--- src/rtl/rob.sv ---
// -----------------------------------------------------------------------------
// rob -- reorder buffer for the out-of-order core.
//
// A circular queue of in-flight instructions. Decode/rename allocates an entry
// at the tail and receives its rob_id; results arrive over the common data bus
// (CDB); entries retire in program order from the head through the commit port,
// which feeds the register alias table and the register file. Two
// combinational operand lookups let rename read a producer's result early.
//
// Ports:
//   clk, rst            clock; synchronous active-high reset
//   alloc_req           decode requests a new entry this cycle
//   alloc_rd_wr         instruction writes a destination register
//   alloc_rd_addr       destination architectural register
//   alloc_ready         an entry is free (ROB not full)
//   alloc_rob_id        id handed to the allocating instruction (tail)
//   cdb_valid           result broadcast this cycle
//   cdb_rob_id          entry being completed
//   cdb_data            result value
//   rs1_rob_id/rs2_*    producer ids to look up
//   rs1_rdy/rs2_rdy     producer result available (stored or on the CDB)
//   rs1_data/rs2_data   producer result value
//   commit              head entry retires this cycle
//   commit_rob_id       id of the retiring entry (always the head)
//   commit_rd_wr        retiring entry writes a nonzero register
//   commit_rd_addr      destination of the retiring entry
//   commit_data         value to write back
//   count               number of occupied entries
// -----------------------------------------------------------------------------
module rob #(
  parameter int ROB_DEPTH = 16,
  parameter int ROB_PTR_W = $clog2(ROB_DEPTH),
  parameter int DATA_W    = 32
) (
  input  logic                 clk,
  input  logic                 rst,

  input  logic                 alloc_req,
  input  logic                 alloc_rd_wr,
  input  logic [4:0]           alloc_rd_addr,
  output logic                 alloc_ready,
  output logic [ROB_PTR_W-1:0] alloc_rob_id,

  input  logic                 cdb_valid,
  input  logic [ROB_PTR_W-1:0] cdb_rob_id,
  input  logic [DATA_W-1:0]    cdb_data,

  input  logic [ROB_PTR_W-1:0] rs1_rob_id,
  output logic                 rs1_rdy,
  output logic [DATA_W-1:0]    rs1_data,
  input  logic [ROB_PTR_W-1:0] rs2_rob_id,
  output logic                 rs2_rdy,
  output logic [DATA_W-1:0]    rs2_data,

  output logic                 commit,
  output logic [ROB_PTR_W-1:0] commit_rob_id,
  output logic                 commit_rd_wr,
  output logic [4:0]           commit_rd_addr,
  output logic [DATA_W-1:0]    commit_data,

  output logic [ROB_PTR_W:0]   count
);

  localparam logic [ROB_PTR_W:0] FULL_COUNT = (ROB_PTR_W + 1)'(ROB_DEPTH);

  logic [ROB_PTR_W-1:0] head;
  logic [ROB_PTR_W-1:0] tail;

  // Per-entry control bits live in vectors so reset can clear them at once;
  // the payload arrays never need resetting because valid gates every use.
  logic [ROB_DEPTH-1:0] valid;
  logic [ROB_DEPTH-1:0] done;
  logic                 rd_wr_mem   [ROB_DEPTH];
  logic [4:0]           rd_addr_mem [ROB_DEPTH];
  logic [DATA_W-1:0]    data_mem    [ROB_DEPTH];

  logic alloc_fire;
  logic cdb_write;

  // Full is judged from the registered count only: a commit in the same
  // cycle does not open a slot for a same-cycle allocation.
  assign alloc_ready  = (count != FULL_COUNT);
  assign alloc_rob_id = tail;
  assign alloc_fire   = alloc_req && alloc_ready;

  // Results aimed at entries that are not in flight are dropped.
  assign cdb_write = cdb_valid && valid[cdb_rob_id];

  // Commit looks only at registered state, so a CDB write to the head becomes
  // committable on the following cycle.
  assign commit         = valid[head] && done[head];
  assign commit_rob_id  = head;
  assign commit_rd_wr   = rd_wr_mem[head] && (rd_addr_mem[head] != 5'd0);
  assign commit_rd_addr = rd_addr_mem[head];
  assign commit_data    = data_mem[head];

  // Control state. Statement order matters for the head entry: a CDB write
  // to the entry being retired must not leave it marked done. The allocation
  // index can never equal the commit index because allocation is blocked
  // when the queue is full (the only case where head == tail with a valid head).
  always_ff @(posedge clk) begin
    if (rst) begin
      head  <= '0;
      tail  <= '0;
      count <= '0;
      valid <= '0;
      done  <= '0;
    end else begin
      if (cdb_write) begin
        done[cdb_rob_id] <= 1'b1;
      end
      if (commit) begin
        valid[head] <= 1'b0;
        done[head]  <= 1'b0;
        head        <= head + 1'b1;
      end
      if (alloc_fire) begin
        valid[tail] <= 1'b1;
        done[tail]  <= 1'b0;
        tail        <= tail + 1'b1;
      end
      case ({alloc_fire, commit})
        2'b10:   count <= count + 1'b1;
        2'b01:   count <= count - 1'b1;
        default: count <= count;
      endcase
    end
  end

  // Payload storage.
  always_ff @(posedge clk) begin
    if (alloc_fire) begin
      rd_wr_mem[tail]   <= alloc_rd_wr;
      rd_addr_mem[tail] <= alloc_rd_addr;
    end
    if (cdb_write) begin
      data_mem[cdb_rob_id] <= cdb_data;
    end
  end

  // Operand lookup. A result on the CDB this cycle is forwarded ahead of the
  // stored copy; an entry that is committing this cycle is still valid here.
  logic rs1_cdb_hit;
  logic rs2_cdb_hit;

  assign rs1_cdb_hit = cdb_valid && (cdb_rob_id == rs1_rob_id) && valid[rs1_rob_id];
  assign rs2_cdb_hit = cdb_valid && (cdb_rob_id == rs2_rob_id) && valid[rs2_rob_id];

  assign rs1_rdy  = (valid[rs1_rob_id] && done[rs1_rob_id]) || rs1_cdb_hit;
  assign rs2_rdy  = (valid[rs2_rob_id] && done[rs2_rob_id]) || rs2_cdb_hit;
  assign rs1_data = rs1_cdb_hit ? cdb_data : data_mem[rs1_rob_id];
  assign rs2_data = rs2_cdb_hit ? cdb_data : data_mem[rs2_rob_id];

endmodule
--- config.mk ---
export PLATFORM = sky130hd
export DESIGN_NAME = rob
export DESIGN_NICKNAME = d
export VERILOG_FILES = /design/src/rtl/rob.sv
export SDC_FILE = /design/constraint.sdc
export NUM_CORES = 1
export LEC_CHECK = 0
export CAP_MARGIN = 25
export CORE_UTILIZATION = 61
export DETAILED_ROUTE_END_ITERATION = 8
export HOLD_SLACK_MARGIN = 0.03
export PLACE_DENSITY = 0.86
export SLEW_MARGIN = 25
export SYNTH_ARGS = -nofsm -noshare
export SYNTH_HDL_FRONTEND = slang
export SYNTH_SLANG_ARGS = --single-unit
--- constraint.sdc ---
create_clock -name clk -period 7.9 [get_ports clk]
set_input_delay 2.37 -clock clk [delete_from_list [all_inputs] [get_ports clk]]
set_output_delay 2.37 -clock clk [all_outputs]
set_load 0.01 [all_outputs]
* Word level (Yosys, flattened, before mapping)
Memories as Yosys holds them, arrays and structs flattened. A register that Yosys moved wholly into a read port is not among the register bits. Cells that the tools add are included.
Operators by class: equal/unequal tests 5, reduce and logical (&&, ||, !) cells 17, multiplexer cells 41, $add $sub $neg 4, bitwise operators 7, magnitude comparators 8
Operator list (count):
- 16-bit 2-to-1 mux | 8
- 32-bit 2-to-1 mux | 2
- 16-bit AND | 3
- 16-bit NOT | 2
- 16-bit OR | 2
- 1-bit binary-select mux with 4-bit select | 7
- 4-bit by 5-bit < comparator with 1-bit output (second input constant) | 5
- 4-bit 2-to-1 mux | 6
- 1-bit 2-to-1 mux | 14
- 1-bit logical AND | 13
- 1-bit demux with 4-bit select | 3
- 4-bit by 1-bit greater-or-equal comparator with 1-bit output (second input constant) | 3
- 5-bit case mux with 2 select lines | 1
- 4-bit by 1-bit adder with 4-bit output (second input constant) | 2
- 4-bit equality test | 2
- 5-bit by 1-bit adder with 5-bit output (second input constant) | 1
- 5-bit != test (second input constant) | 1
- 5-bit nonzero test | 1
- 5-bit by 1-bit subtractor with 5-bit output (second input constant) | 1
- 2-bit by 1-bit equality test with 1-bit output (second input constant) | 1
- 2-bit equality test (second input constant) | 1
- 1-bit logical OR | 2
- 2-bit nonzero test | 1
Word-level totals: output and inout port bits 119, input bits 54, flip-flop bits (word level) 45, word-level logic and storage cells 90, memories kept 3, memory bits (writable) 608
Memory list:
- data_mem | words 16, width 32, read ports 3, clocked after Yosys merged registers in 1, write ports 1, line 75 | logic [DATA_W-1:0] data_mem [ROB_DEPTH];
- rd_addr_mem | words 16, width 5, read ports 1, clocked after Yosys merged registers in 1, write ports 1, line 74 | logic [4:0] rd_addr_mem [ROB_DEPTH];
- rd_wr_mem | words 16, width 1, read ports 1, clocked after Yosys merged registers in 1, write ports 1, line 73 | logic rd_wr_mem [ROB_DEPTH];

* Longest topological paths before layout
depth in word-level cells 12, gate-level depth with buffers 17, depth with buffers taken out 14

* Worst setup path after synthesis
Ideal clock, no wire load.
path type input-to-output, start input rs1_rob_id[1], end output rs1_data[0], arrival time 4267 ps, stages 6, slack 1263 ps, path buffers 3, required time 5530 ps, cells stage by stage buf_2 -> clkbuf_1 -> clkbuf_1 -> mux4_2 -> mux4_2 -> mux2_2
On the way: cells in the longest elaborated chain, start to end 4, elaborated cells on any way between the ends 7, classes of those cells eq/ne: 1; mux: 3; reduce/logical: 2; memory: 1
Ends and longest elaborated chain:
- start, declared | line 48 | input logic [ROB_PTR_W-1:0] rs1_rob_id,
- 1-bit binary-select mux with 4-bit select / 4-bit equality test (equally long branches) | line 146 | assign rs1_cdb_hit = cdb_valid && (cdb_rob_id == rs1_rob_id) && valid[rs1_rob_id];
- 1-bit 2-to-1 mux (not written as such) / 1-bit logical AND (equally long branches) | line 146
- 1-bit logical AND | line 146
- 32-bit 2-to-1 mux (*) | line 151 | assign rs1_data = rs1_cdb_hit ? cdb_data : data_mem[rs1_rob_id];
- end, declared | line 50 | output logic [DATA_W-1:0] rs1_data,
Every way passes the cells marked *; elsewhere a longest branch is shown, timed or not. The select of a mux whose other input is x is not followed.

* Worst setup path in the final report
start input rs1_rob_id[0], end output rs1_data[23]
The elaborated chain is that of the path after synthesis.

==> flow_summary.yaml <==
routing:
  wirelength_um: 98700
  drt_iter0_drc: 2673
  drc: 0
  first_pass_iters: 5
  dr_total_vias: 20500
  ant_nets: 0
  wl_per_cell_um: 37.6
  vias_per_cell: 7.79
pwr:
  irDropWorstVdd_mv: 0.185
  p_clk_share_pct: 39.1
  leakagePower_nw: 12.2
  p_seq_share_pct: 45.8
  powerDensity_nw_per_um2: 216
  p_switching_mw: 2.05
  combinationalPowerShare_pct: 15.1
  switching_share_pct: 24.1
  p_int_mw: 6.44
synth:
  syn_inst: 1659
  yosys.area.top_type: "edfxtp_1"
  async_reset_ff_share_pct: 0
  synth.area.mux_share_pct: 37.5
  synth_fa_ha_area_share_pct: 0.399
  synthSimpleGateAreaFrac_pct: 2.00
  synth_xor_area_share_pct: 0.457
  yosysWarnings: 0
  synthFlopType: "edfxtp_1"
  synth_top_area_share_pct: 53.0
  yosysSeqAreaShare_pct: 55.8
  syn_area_um2: 34500
  synth_edf_count: 608
  ys_types: 48
  synth_top_family_by_area: "multiplexers"
  synth_area_leaders: "edfxtp_1 (53%), mux4_2 (35%), dfxtp_1 (2.8%)"
  syn_nets: 1724
  synth_compound_area_share_pct: 1.44
  syn_avg_cell_area_um2: 20.8
  synth-seq-cells: 657
hold_path:
  whs_path_depth: 2
  min-delay-start: "alloc_rob_id[1]"
  hp-class: "flop to flop"
  min_to: "alloc_rob_id[1]"
timing:
  fin_setup_tns_ps: 0
  slew_viol_final: 0
  max_freq_mhz: 134
  clock_skew_ps: 20.0
  setup_viol: 0
  max_slew_margin_pct: 27.0
  fin_crit_ps: 7460
  grt_setup_unrepaired: "false"
  post-route-period-util_pct: 94.4
  hold_viol: 0
  fin_hold_ws_ps: 561
  worst_slew_pin_slew_ps: 1090
placed_design:
  routabilityCongestion: 0.880
  dp_hpwl_um: 55500
  placed_area_um2: 37100
  io_buffers: 172
setup_path:
  critical_path.cell_chain: "buf_8 -> mux4_2 -> mux4_2 -> nand2_2 -> buf_4 -> mux2_2 -> clkdlybuf4s50_1"
  critPathKind: "input port to output pin"
  cp_slowest_cell: "mux4_2"
  crit_top_cell: "mux4_2"
  crit_arrival_ps: 5090
  r2r-end: "count[4]"
  ff2ff_path_depth: 14
  worst-path-max-fanout: 24
  crit_cells: 7
  crit_path_start_kind: "input port"
  end_kind: "output pin"
  critPathMaxStageDelay_ps: 540
  path_buf_inv: 3
  crit_required_ps: 5530
  r2r_setup_slack_ps: 3600
  critPathTopFamily: "multiplexers"
  reg2reg_from: "commit_rob_id[1]"
clocking:
  clk_latency_ps: 610
  path_clk_slew_ps: 60
  clkSinkCount: 657
  holdBufCountCts: 0
  h-tree-depth: 3
  cts_resized: 0
  postCtsSetupBuffers: 0
  cts_tree: "yes"
  cts_buffer_depth: 3
  cts-root-buf: "clkbuf_16"
  cts_inserted_buffers: 70
global_route:
  grt_overflow_total: 0
  grt_max_degree: 113
  grt_pass1_vias: 21600
  antenna_found_initial: 4
  grt_pass1_wl_um: 145000
  grt.total_usage_pct: 35.7
status:
  status: "finished, final reports clean"
final_layout:
  syn_to_final_growth_pct: 14.2
  fin_nets: 1884
  fin_area_um2: 39400
  fillers: 3067
  final_common_cell: "edfxtp_1"
  final_cell_mix: "edfxtp_1 (608), mux4_2 (533), clkdlybuf4s50_1 (164)"
  drive_gt1_share_pct: 42.1
floorplan:
  fp.dieW_um: 240
  pin_count: 173
  dieArea_um2: 57500
  die_y_um: 240
  core_area_um2: 55400
  start_util_pct: 62.2
  rows: 86
job:
  maxCapViolCount: 0
[power groups by stage]
stage	registers (mW)	clock network [mW]	logic [mW]
5_1_grt	3.90	3.44	1.34
2_1_floorplan	3.92	0	0.895
4_1_cts	3.89	3.32	1.28
3_3_place_gp	3.96	0	1.25
6_report	3.89	3.31	1.28
3_5_place_dp	3.96	0	1.27
[synthesized netlist by cell type, drive strengths merged (11+ instances only)]
cell	number
ha	11
nor2	54
dfxtp	49
mux4	533
a21oi	17
xor2	12
buf	80
mux2	66
edfxtp	608
clkbuf	58
nand2	35
o21ai	15
and2	12
[how the worst max path moves through the flow]
stage | from | endpoint
after floorplan | rs1_rob_id[1] | rs1_data[0]
after global placement | rs1_rob_id[0] | rs1_data[21]
after detailed placement | rs1_rob_id[0] | rs1_data[23]
after CTS | rs1_rob_id[0] | rs1_data[21]
after global routing | rs1_rob_id[0] | rs1_data[21]
final | rs1_rob_id[0] | rs1_data[23]
[kinds of logic (layout without fill, tap and decap cells)]
kind of cell             count (synthesis)  in the layout
flip-flops                             657            657
adder cells (fa/ha/maj)                 11             11
AO/OA/AOI/OAI                           74             74
buffers and inverters                  152            368
XOR/XNOR                                18             18
multiplexers                           603            603
other                                    0              3
AND/OR/NAND/NOR                        144            144
[layout make-up]
class	count	area [um2]	share of cell area [%]
sequential	657	19300	48.9
multi-input combinational	850	14500	36.9
inverter	14	52.6	0.134
antenna	3	7.51	0.0191
clock inverter	42	422	1.07
tap	748	936	2.38
clock buffer	86	1850	4.71
timing repair buffer	226	2290	5.83
[per-layer routing]
layer,up-vias,wire length (um),track usage [%]
met1,10600,30900,45.2
met5,-,21,0
met3,402,12000,8.11
li1,7721,-,-
met4,4,5160,17.0
met2,1759,50600,59.1
[worst register-to-register path, delay by kind of cell (launching register included)]
kind | cells | cell delay (ps)
DFF | 1 | 850
AOI/OAI and AO/OA | 5 | 1330
adders and majority gates | 2 | 580
xor gates and xnor gates | 2 | 270
buffers and inverters | 1 | 190
and+or+nand+nor | 3 | 560
muxes | 1 | 390
[stage by stage]
step           power [mW]  setup WS [ps]  std cells  util [%]
2_1_floorplan        4.81           1260       1659         -
4_1_cts              8.50            470       2623      71.0
5_1_grt              8.68            372       2624      71.0
6_report             8.49            443       2626      71.0
3_3_place_gp         5.21            482       2494      66.9
3_5_place_dp         5.23            467       2495      66.9
[state kept, by name, summed over array words and instances (netlist names), named ones only]
name / cells
data_mem: 512
alloc_rob_id: 4
commit_rob_id: 4
rd_wr_mem: 16
rd_addr_mem: 80
count: 5
valid: 16
done: 16
No activity file was read; power rests on OpenSTA's default activity.
